===== src/rtl/fwd_pkg.sv =====
// Shared definitions for the operand-forwarding datapath: source indices,
// default sizes and the select-width helper.
package fwd_pkg;

  localparam int FWD_RF     = 0;
  localparam int FWD_EX_MEM = 1;
  localparam int FWD_MEM_WB = 2;
  localparam int FWD_WB     = 3;
  localparam int FWD_IMM    = 4;

  localparam int FWD_WIDTH  = 32;
  localparam int FWD_NUM_IN = 5;

  // A single input still needs a 1-bit select so the port never collapses to zero width.
  function automatic int fwd_sel_width(input int n);
    return (n <= 2) ? 1 : $clog2(n);
  endfunction

endpackage


===== src/rtl/param_sel_mux.sv =====
// Combinational N-way selector with explicit illegal-index detection;
// out-of-range selects yield zero data rather than X.
module param_sel_mux
  import fwd_pkg::*;
#(
  parameter int WIDTH  = FWD_WIDTH,
  parameter int NUM_IN = FWD_NUM_IN,
  localparam int SEL_W = fwd_sel_width(NUM_IN)
) (
  input  logic [NUM_IN*WIDTH-1:0] in_data,
  input  logic [SEL_W-1:0]        sel,
  output logic [WIDTH-1:0]        sel_data,
  output logic                    illegal
);

  logic [WIDTH-1:0] masked [NUM_IN];

  // One-hot AND-OR structure: each lane contributes only when its index matches.
  genvar gi;
  generate
    for (gi = 0; gi < NUM_IN; gi++) begin : g_mask
      assign masked[gi] = (sel == SEL_W'(gi)) ? in_data[gi*WIDTH +: WIDTH] : '0;
    end
  endgenerate

  always_comb begin
    sel_data = '0;
    for (int i = 0; i < NUM_IN; i++) begin
      sel_data = sel_data | masked[i];
    end
  end

  // Extra MSB keeps the compare meaningful when NUM_IN fills the select range.
  assign illegal = ({1'b0, sel} >= (SEL_W+1)'(NUM_IN));

endmodule


===== src/rtl/fwd_select_stage.sv =====
// Registered forwarding selector with valid/ready handshake, 2-entry skid
// buffer, flush, and sticky/saturating illegal-select tracking.
module fwd_select_stage
  import fwd_pkg::*;
#(
  parameter int WIDTH  = FWD_WIDTH,
  parameter int NUM_IN = FWD_NUM_IN,
  parameter int CNT_W  = 8,
  localparam int SEL_W = fwd_sel_width(NUM_IN)
) (
  input  logic                    clk,
  input  logic                    rst_n,
  input  logic [NUM_IN*WIDTH-1:0] in_data,
  input  logic [SEL_W-1:0]        in_sel,
  input  logic                    in_valid,
  output logic                    in_ready,
  output logic [WIDTH-1:0]        out_data,
  output logic                    out_valid,
  input  logic                    out_ready,
  input  logic                    flush,
  output logic                    sel_err,
  output logic [CNT_W-1:0]        err_count,
  input  logic                    err_clear
);

  logic [WIDTH-1:0] sel_data;
  logic             illegal;

  logic             main_valid_reg, main_valid_next;
  logic [WIDTH-1:0] main_data_reg,  main_data_next;
  logic             skid_valid_reg, skid_valid_next;
  logic [WIDTH-1:0] skid_data_reg,  skid_data_next;
  logic             sel_err_reg,    sel_err_next;
  logic [CNT_W-1:0] err_count_reg,  err_count_next;

  logic accept;
  logic main_free;
  logic err_event;

  param_sel_mux #(
    .WIDTH  (WIDTH),
    .NUM_IN (NUM_IN)
  ) u_mux (
    .in_data  (in_data),
    .sel      (in_sel),
    .sel_data (sel_data),
    .illegal  (illegal)
  );

  // Ready depends only on skid occupancy, so out_ready never reaches in_ready combinationally.
  assign in_ready  = ~skid_valid_reg;
  assign accept    = in_valid & in_ready;
  assign main_free = ~main_valid_reg | out_ready;
  assign err_event = accept & illegal & ~flush;

  always_comb begin
    main_valid_next = main_valid_reg;
    main_data_next  = main_data_reg;
    skid_valid_next = skid_valid_reg;
    skid_data_next  = skid_data_reg;
    if (flush) begin
      main_valid_next = 1'b0;
      skid_valid_next = 1'b0;
    end else if (main_free) begin
      if (skid_valid_reg) begin
        main_valid_next = 1'b1;
        main_data_next  = skid_data_reg;
        skid_valid_next = accept;
        if (accept) skid_data_next = sel_data;
      end else begin
        main_valid_next = accept;
        if (accept) main_data_next = sel_data;
      end
    end else if (accept) begin
      skid_valid_next = 1'b1;
      skid_data_next  = sel_data;
    end
  end

  // A new illegal event overrides a simultaneous clear and restarts the count at one.
  always_comb begin
    sel_err_next   = sel_err_reg;
    err_count_next = err_count_reg;
    if (err_event) begin
      sel_err_next = 1'b1;
      if (err_clear)
        err_count_next = CNT_W'(1);
      else if (err_count_reg != {CNT_W{1'b1}})
        err_count_next = err_count_reg + CNT_W'(1);
    end else if (err_clear) begin
      sel_err_next   = 1'b0;
      err_count_next = '0;
    end
  end

  always_ff @(posedge clk or negedge rst_n) begin
    if (!rst_n) begin
      main_valid_reg <= 1'b0;
      main_data_reg  <= '0;
      skid_valid_reg <= 1'b0;
      skid_data_reg  <= '0;
      sel_err_reg    <= 1'b0;
      err_count_reg  <= '0;
    end else begin
      main_valid_reg <= main_valid_next;
      main_data_reg  <= main_data_next;
      skid_valid_reg <= skid_valid_next;
      skid_data_reg  <= skid_data_next;
      sel_err_reg    <= sel_err_next;
      err_count_reg  <= err_count_next;
    end
  end

  assign out_valid = main_valid_reg;
  assign out_data  = main_data_reg;
  assign sel_err   = sel_err_reg;
  assign err_count = err_count_reg;

endmodule


===== config.mk =====
export PLATFORM = sky130hd
export DESIGN_NAME = fwd_select_stage
export DESIGN_NICKNAME = d
export VERILOG_FILES = /design/src/rtl/fwd_pkg.sv /design/src/rtl/param_sel_mux.sv /design/src/rtl/fwd_select_stage.sv
export SDC_FILE = /design/constraint.sdc
export NUM_CORES = 1
export LEC_CHECK = 0
export BUFFER_PORTS_ARGS = -buffer_cell sky130_fd_sc_hd__clkbuf_2
export CAP_MARGIN = 20
export CORE_MARGIN = 2
export CORE_UTILIZATION = 47
export CTS_CLUSTER_SIZE = 40
export DETAILED_ROUTE_END_ITERATION = 16
export PLACE_DENSITY_LB_ADDON = 0.25
export SLEW_MARGIN = 20
export SYNTH_ARGS = -nofsm -noshare
export SYNTH_HDL_FRONTEND = slang
export SYNTH_SLANG_ARGS = --single-unit

===== constraint.sdc =====
create_clock -name clk -period 2.9 [get_ports clk]
set_input_delay 0.29 -clock clk [delete_from_list [all_inputs] [get_ports clk]]
set_output_delay 0.29 -clock clk [all_outputs]
set_load 0.005 [all_outputs]

# [After elaboration in Yosys (flattened, before gate mapping)]
# Cells that the tools add are included.
[word_totals] ff_bits=75 out_inout_bits=43 elab_cells=57
[op_classes] addsub=1 n_lt_le_gt_ge=1 n_eq_ne=6 mux=23 bitwise=11 reduce_logical=9
[op_table] op="32-bit 2-to-1 mux" n=10
[op_table] op="32-bit bitwise OR" n=4
[op_table] op="8-bit 2-to-1 mux" n=4
[op_table] op="1-bit 2-to-1 mux" n=9
[op_table] op="8-bit by 1-bit adder with 8-bit output, second input constant" n=1
[op_table] op="8-bit != test, second input constant" n=1
[op_table] op="2-bit nonzero test" n=4
[op_table] op="3-bit by 2-bit == test with 1-bit output, second input constant" n=2
[op_table] op="2-bit AND reduction" n=2
[op_table] op="1-bit AND" n=3
[op_table] op="3-bit by 1-bit == test with 1-bit output, second input constant" n=1
[op_table] op="3-bit == test, second input constant" n=1
[op_table] op="3-bit >= comparator, second input constant" n=1
[op_table] op="3-bit zero test" n=1
[op_table] op="1-bit inverter" n=3
[op_table] op="3-bit AND reduction" n=1
[op_table] op="3-bit nonzero test" n=1
[op_table] op="2-bit != test, second input constant" n=1
[op_table] op="1-bit bitwise OR" n=1

# [Logic depth before layout (Yosys ltp)]
[logic_depth] ltp_word=9 mapped_depth=7 mapped_depth_nobuf=5

# [Hierarchy]
# From an unflattened synthesis, not the netlist that was laid out.
[unflattened] cells_unflattened=398 area_unflattened_um2=4511.8
[modules_own_cells] module="fwd_select_stage" n_inst=1 cells_per_inst=263 area_per_inst_um2=3203.1 seq_area_each_um2=1876.8
[modules_own_cells] module="param_sel_mux" n_inst=1 cells_per_inst=135 area_per_inst_um2=1308.8 seq_area_each_um2=0.0

# [Least setup slack after synthesis]
# No wires, ideal clock.
[synth_path] path_kind="reg2reg" from="reg skid_valid_reg" to="reg err_count_reg[5], in the netlist err_count[5]" t_arrival_ns=1.997 required_ns=2.775 slack_ns=0.779 path_stages_with_launch=7 path_cell_list="dfrtp_1 > buf_6 > or3b_4 > or3_1 > buf_6 > nor4_1 > mux2_2"
[synth_via] elab_chain_cells=6 elab_cells_between_ends=7 cone_classes="1 x mux; 4 x bitwise; 2 x reduce/logical"
[synth_rtl] item="start: declaration" line="fwd_select_stage.sv:31" text="logic skid_valid_reg, skid_valid_next;"
[synth_rtl] item="start signal: assignment" line="fwd_select_stage.sv:107" text="skid_valid_reg <= skid_valid_next;"
[synth_rtl] item="1-bit inverter (*)" line="fwd_select_stage.sv:51" text="assign in_ready = ~skid_valid_reg;"
[synth_rtl] item="1-bit AND (*)" line="fwd_select_stage.sv:52" text="assign accept = in_valid & in_ready;"
[synth_rtl] item="1-bit AND (*) (2 in series)" line="fwd_select_stage.sv:54" text="assign err_event = accept & illegal & ~flush;"
[synth_rtl] item="2-bit nonzero test (no line)"
[synth_rtl] item="2-bit AND reduction (no line)"
[synth_rtl] item="end signal: assignment" line="fwd_select_stage.sv:110" text="err_count_reg <= err_count_next;"
[synth_rtl] item="end: declaration" line="fwd_select_stage.sv:34" text="logic [CNT_W-1:0] err_count_reg, err_count_next;"
# Mark *: on every way between the ends. The rest lies on a longest branch, timed or not.
# A chain may end at the register's enable or synchronous reset.

# [Worst setup path after layout]
[layout_path] from="reg skid_valid_reg" to="reg main_data_reg[17], in the netlist out_data[17]"
[layout_via] elab_chain_cells=4 elab_cells_between_ends=5 cone_classes="1 x mux; 2 x bitwise; 2 x reduce/logical"
[layout_rtl] item="1-bit inverter" line="fwd_select_stage.sv:51"
[layout_rtl] item="1-bit AND" line="fwd_select_stage.sv:52"
[layout_rtl] item="2-bit nonzero test (no line)"
[layout_rtl] item="3-bit AND reduction (no line)"
[layout_rtl] item="end signal: assignment" line="fwd_select_stage.sv:106" text="main_data_reg <= main_data_next;"
[layout_rtl] item="end: declaration" line="fwd_select_stage.sv:30" text="logic [WIDTH-1:0] main_data_reg, main_data_next;"
# Several ways; a longest one is shown, not always the timed one.

==> metrics.md <==
| Metric | Value |
|---|---|
| Max Cap Viol | 0 |
| Filler cells | 820 |
| Core area | 9110 um2 |
| Reg2reg path depth | 5 |
| Critical path data arrival time | about 2600 ps |
| Async S/R FF share, synth | 100% |
| Period utilization | 80.2% |
| Mapped Cells | 466 |
| Critical path peak fanout | 44 |
| R2r endpoint | out_data[17]$_DFFE_PN0P_ |
| Register area | around 1900 um2 |
| Drt wl/cell | 18.1 um |
| Fin worst setup slack | 575 ps |
| RSZ-0062 raised after global routing | false |
| Post-synth EDFFs | 0 |
| CTS tree | yes |
| CTS buffer count | 9 |
| Final Hold Fails | 0 |
| Power, Total | roughly 2.8 mW |
| Avg Inst Size Synth | 9.34 um2 |
| YS warnings | 0 |
| Mapped cell area | about 4400 um2 |
| Nets@finish | 825 |
| Min Hold Slack | 71.2 ps |
| Die W | 100 um |
| Worst-path clk slew | 80 ps |
| Most common cell in the netlist | dfrtp_1 |
| DP Area | 5460 um2 |
| Detailed Route Iter0 Violations | 311 |
| First-pass GRT wire length | 21.9 mm |
| Synth area leader | dfrtp_1 |
| Peak Freq | 0.430 GHz |
| DRT antenna net count | 0 |
| Area delta synth->final | 30.8% |
| Synth top area share | 43.1% |
| Vias in the first global route | about 4600 |
| Combinational fraction of design power | 22.1% |
| Post_cts resized | 0 |
| Worst vdd ir | between 0.0002 and 0.0003 V |
| TritonCTS sink count | 75 |
| Final Util | 62.5% |
| RePlAce Congestion | 0.839 |
| Syn_nets | 636 |
| Die height | 100 um |
| Final instance area | roughly 5700 um2 |
| Pwr dens | 499 nW/um2 |
| Sequential share of the synthesized area | 43.1% |
| Status | completed |
| Slew HR | 30.6% |
| Distinct cells, synth | 34 |
| Gr usage total | 27.7% |
| Net Sw Frac | 28.7% |
| Setup CP Type | flop to flop |
| Slew @ Worst Pin | 1040 ps |
| Top cells by area, synth | dfrtp_1, mux2_2, nand2_1 |
| Final Max Tran Viols | 0 |
| Die area | 10000 um2 |
| Final WL | 13.9 mm |
| Clock Power Share | 32.1% |
| IO Pins | ~210 |
| DRT Pass-1 Iters | 8 |
| Clock H-tree levels | 3 |
| Startpoint types | flop |
| Num rows | 35 |
| Skew final | around 12 ps |
| Multi-input logic area | roughly 2300 um2 |
| Drt via density | roughly 5.9 |
| Sequential Power Share | a little under half |
| Layout cells sized above 1 | a little over two fifths |
| Worst slack, placed | 575 ps |
| CP endpoint kind | flop |
| Clk buf depth | 2 |
| Top cells by count, synth | dfrtp_1, nand2_1, o21ai_0 |
| Setup_tns | 0 ps |
| Internal power | around 2.0 mW |
| Global route overflow | 0 |
| Root buffer cell | clkbuf_8 |
| Largest net degree at the start of global routing | 76 |
| Placed cell count | 755 |
| # diodes | 0 |
| Post-route insts no fill | between 700 and 800 |
| CTS Hold Bufs | 0 |
| PortBufs | 211 |
| R2r setup slk | approximately 580 ps |
| DPL Wire Length | 9.76 mm |
| Worst min path class | primary input to async pin |
| Tmin final | 2320 ps |
| FF+latch count, synth | 75 |
| Prevailing post-synth register cell | dfrtp_1 |
| RR Startpoint | skid_valid_reg$_DFFE_PN0P_ |
| P_leak | about 2.7 nW |
| Initial core utilization | 47.8% |
| Residual DRC | 0 |
| Initial antenna violation count | 0 |
| Worst-Skew Late Latency | 350 ps |
| Via count | about 4500 |
| Crit path required time | 3130 ps |
| Switching power | between 0.8 and 0.9 mW |
| Post-CTS Repair Setup Buffers | 0 |
| Endpoints failing setup | 0 |
cell type report:
type                    count  area share (%)
repair buffers            222            20.1
clock inverters             6            1.56
inverters                   5           0.330
clock buffers              10            2.42
flip-flops and latches     75            33.0
well taps                 111            2.44
multi-input cells         342            40.2
per-layer routing:
layer  track usage [%]  vias up  wire, um
met2              48.3      239      6970
met5                 0        -         0
li1                  -     2143         -
met4              9.69        0       240
met1              35.1     2141      5470
met3              4.25       21      1240
critical path, cell delays in order (launching register included):
cell and delay [ps]:
dfrtp_1 360, buf_4 410, nor2_1 170, or3_1 600, buf_4 350, o21ai_0 310
cells in the final DEF (no fill, tap or decap), drive strengths merged, types with 4 or more instances in the layout:
cell type / count
a21oi: 5
a222oi: 22
a22o: 22
a32o: 20
and2: 11
buf: 12
clkbuf: 220
dfrtp: 75
inv: 5
mux2: 33
nand2: 69
nand2b: 10
nand3: 27
nor2: 18
nor2b: 5
nor3: 4
o211ai: 22
o21ai: 44
o31ai: 12
logic make-up (layout without fill, tap and decap cells):
group | count (synthesis) | after routing | share of synthesized area (%)
buffers and inverters | 49 | 243 | 4.57
AND/OR/NAND/NOR | 154 | 154 | 16.5
multiplexers | 33 | 33 | 8.54
AO/OA/AOI/OAI | 154 | 154 | 27.0
adder cells (fa/ha/maj) | 1 | 1 | 0.288
flip-flops | 75 | 75 | 43.1
power by group through the flow:
stage	Sequential, mW	Combinational [mW]	Clock [mW]
after global placement	1.32	0.608	0
after global routing	1.32	0.704	0.972
after CTS	1.30	0.630	0.920
final	1.30	0.626	0.910
after floorplan	1.31	0.322	0
after detailed placement	1.32	0.629	0
how the worst max path moves through the flow:
| stage | startpoint | to | slack, ps | depth (start not counted) |
|---|---|---|---|---|
| detailed placement | in_sel[2] | out_data[21]$_DFFE_PN0P_ | 570 | 5 |
| finish | skid_valid_reg$_DFFE_PN0P_ | out_data[17]$_DFFE_PN0P_ | 580 | 5 |
| CTS | skid_valid_reg$_DFFE_PN0P_ | out_data[1]$_DFFE_PN0P_ | 620 | 6 |
| global placement | in_sel[2] | out_data[0]$_DFFE_PN0P_ | 640 | 5 |
| floorplan | skid_valid_reg$_DFFE_PN0P_ | err_count[5]$_DFFE_PN0P_ | 780 | 6 |
| global route | skid_valid_reg$_DFFE_PN0P_ | out_data[17]$_DFFE_PN0P_ | 460 | 5 |
No activity file was read; power rests on OpenSTA's default activity.
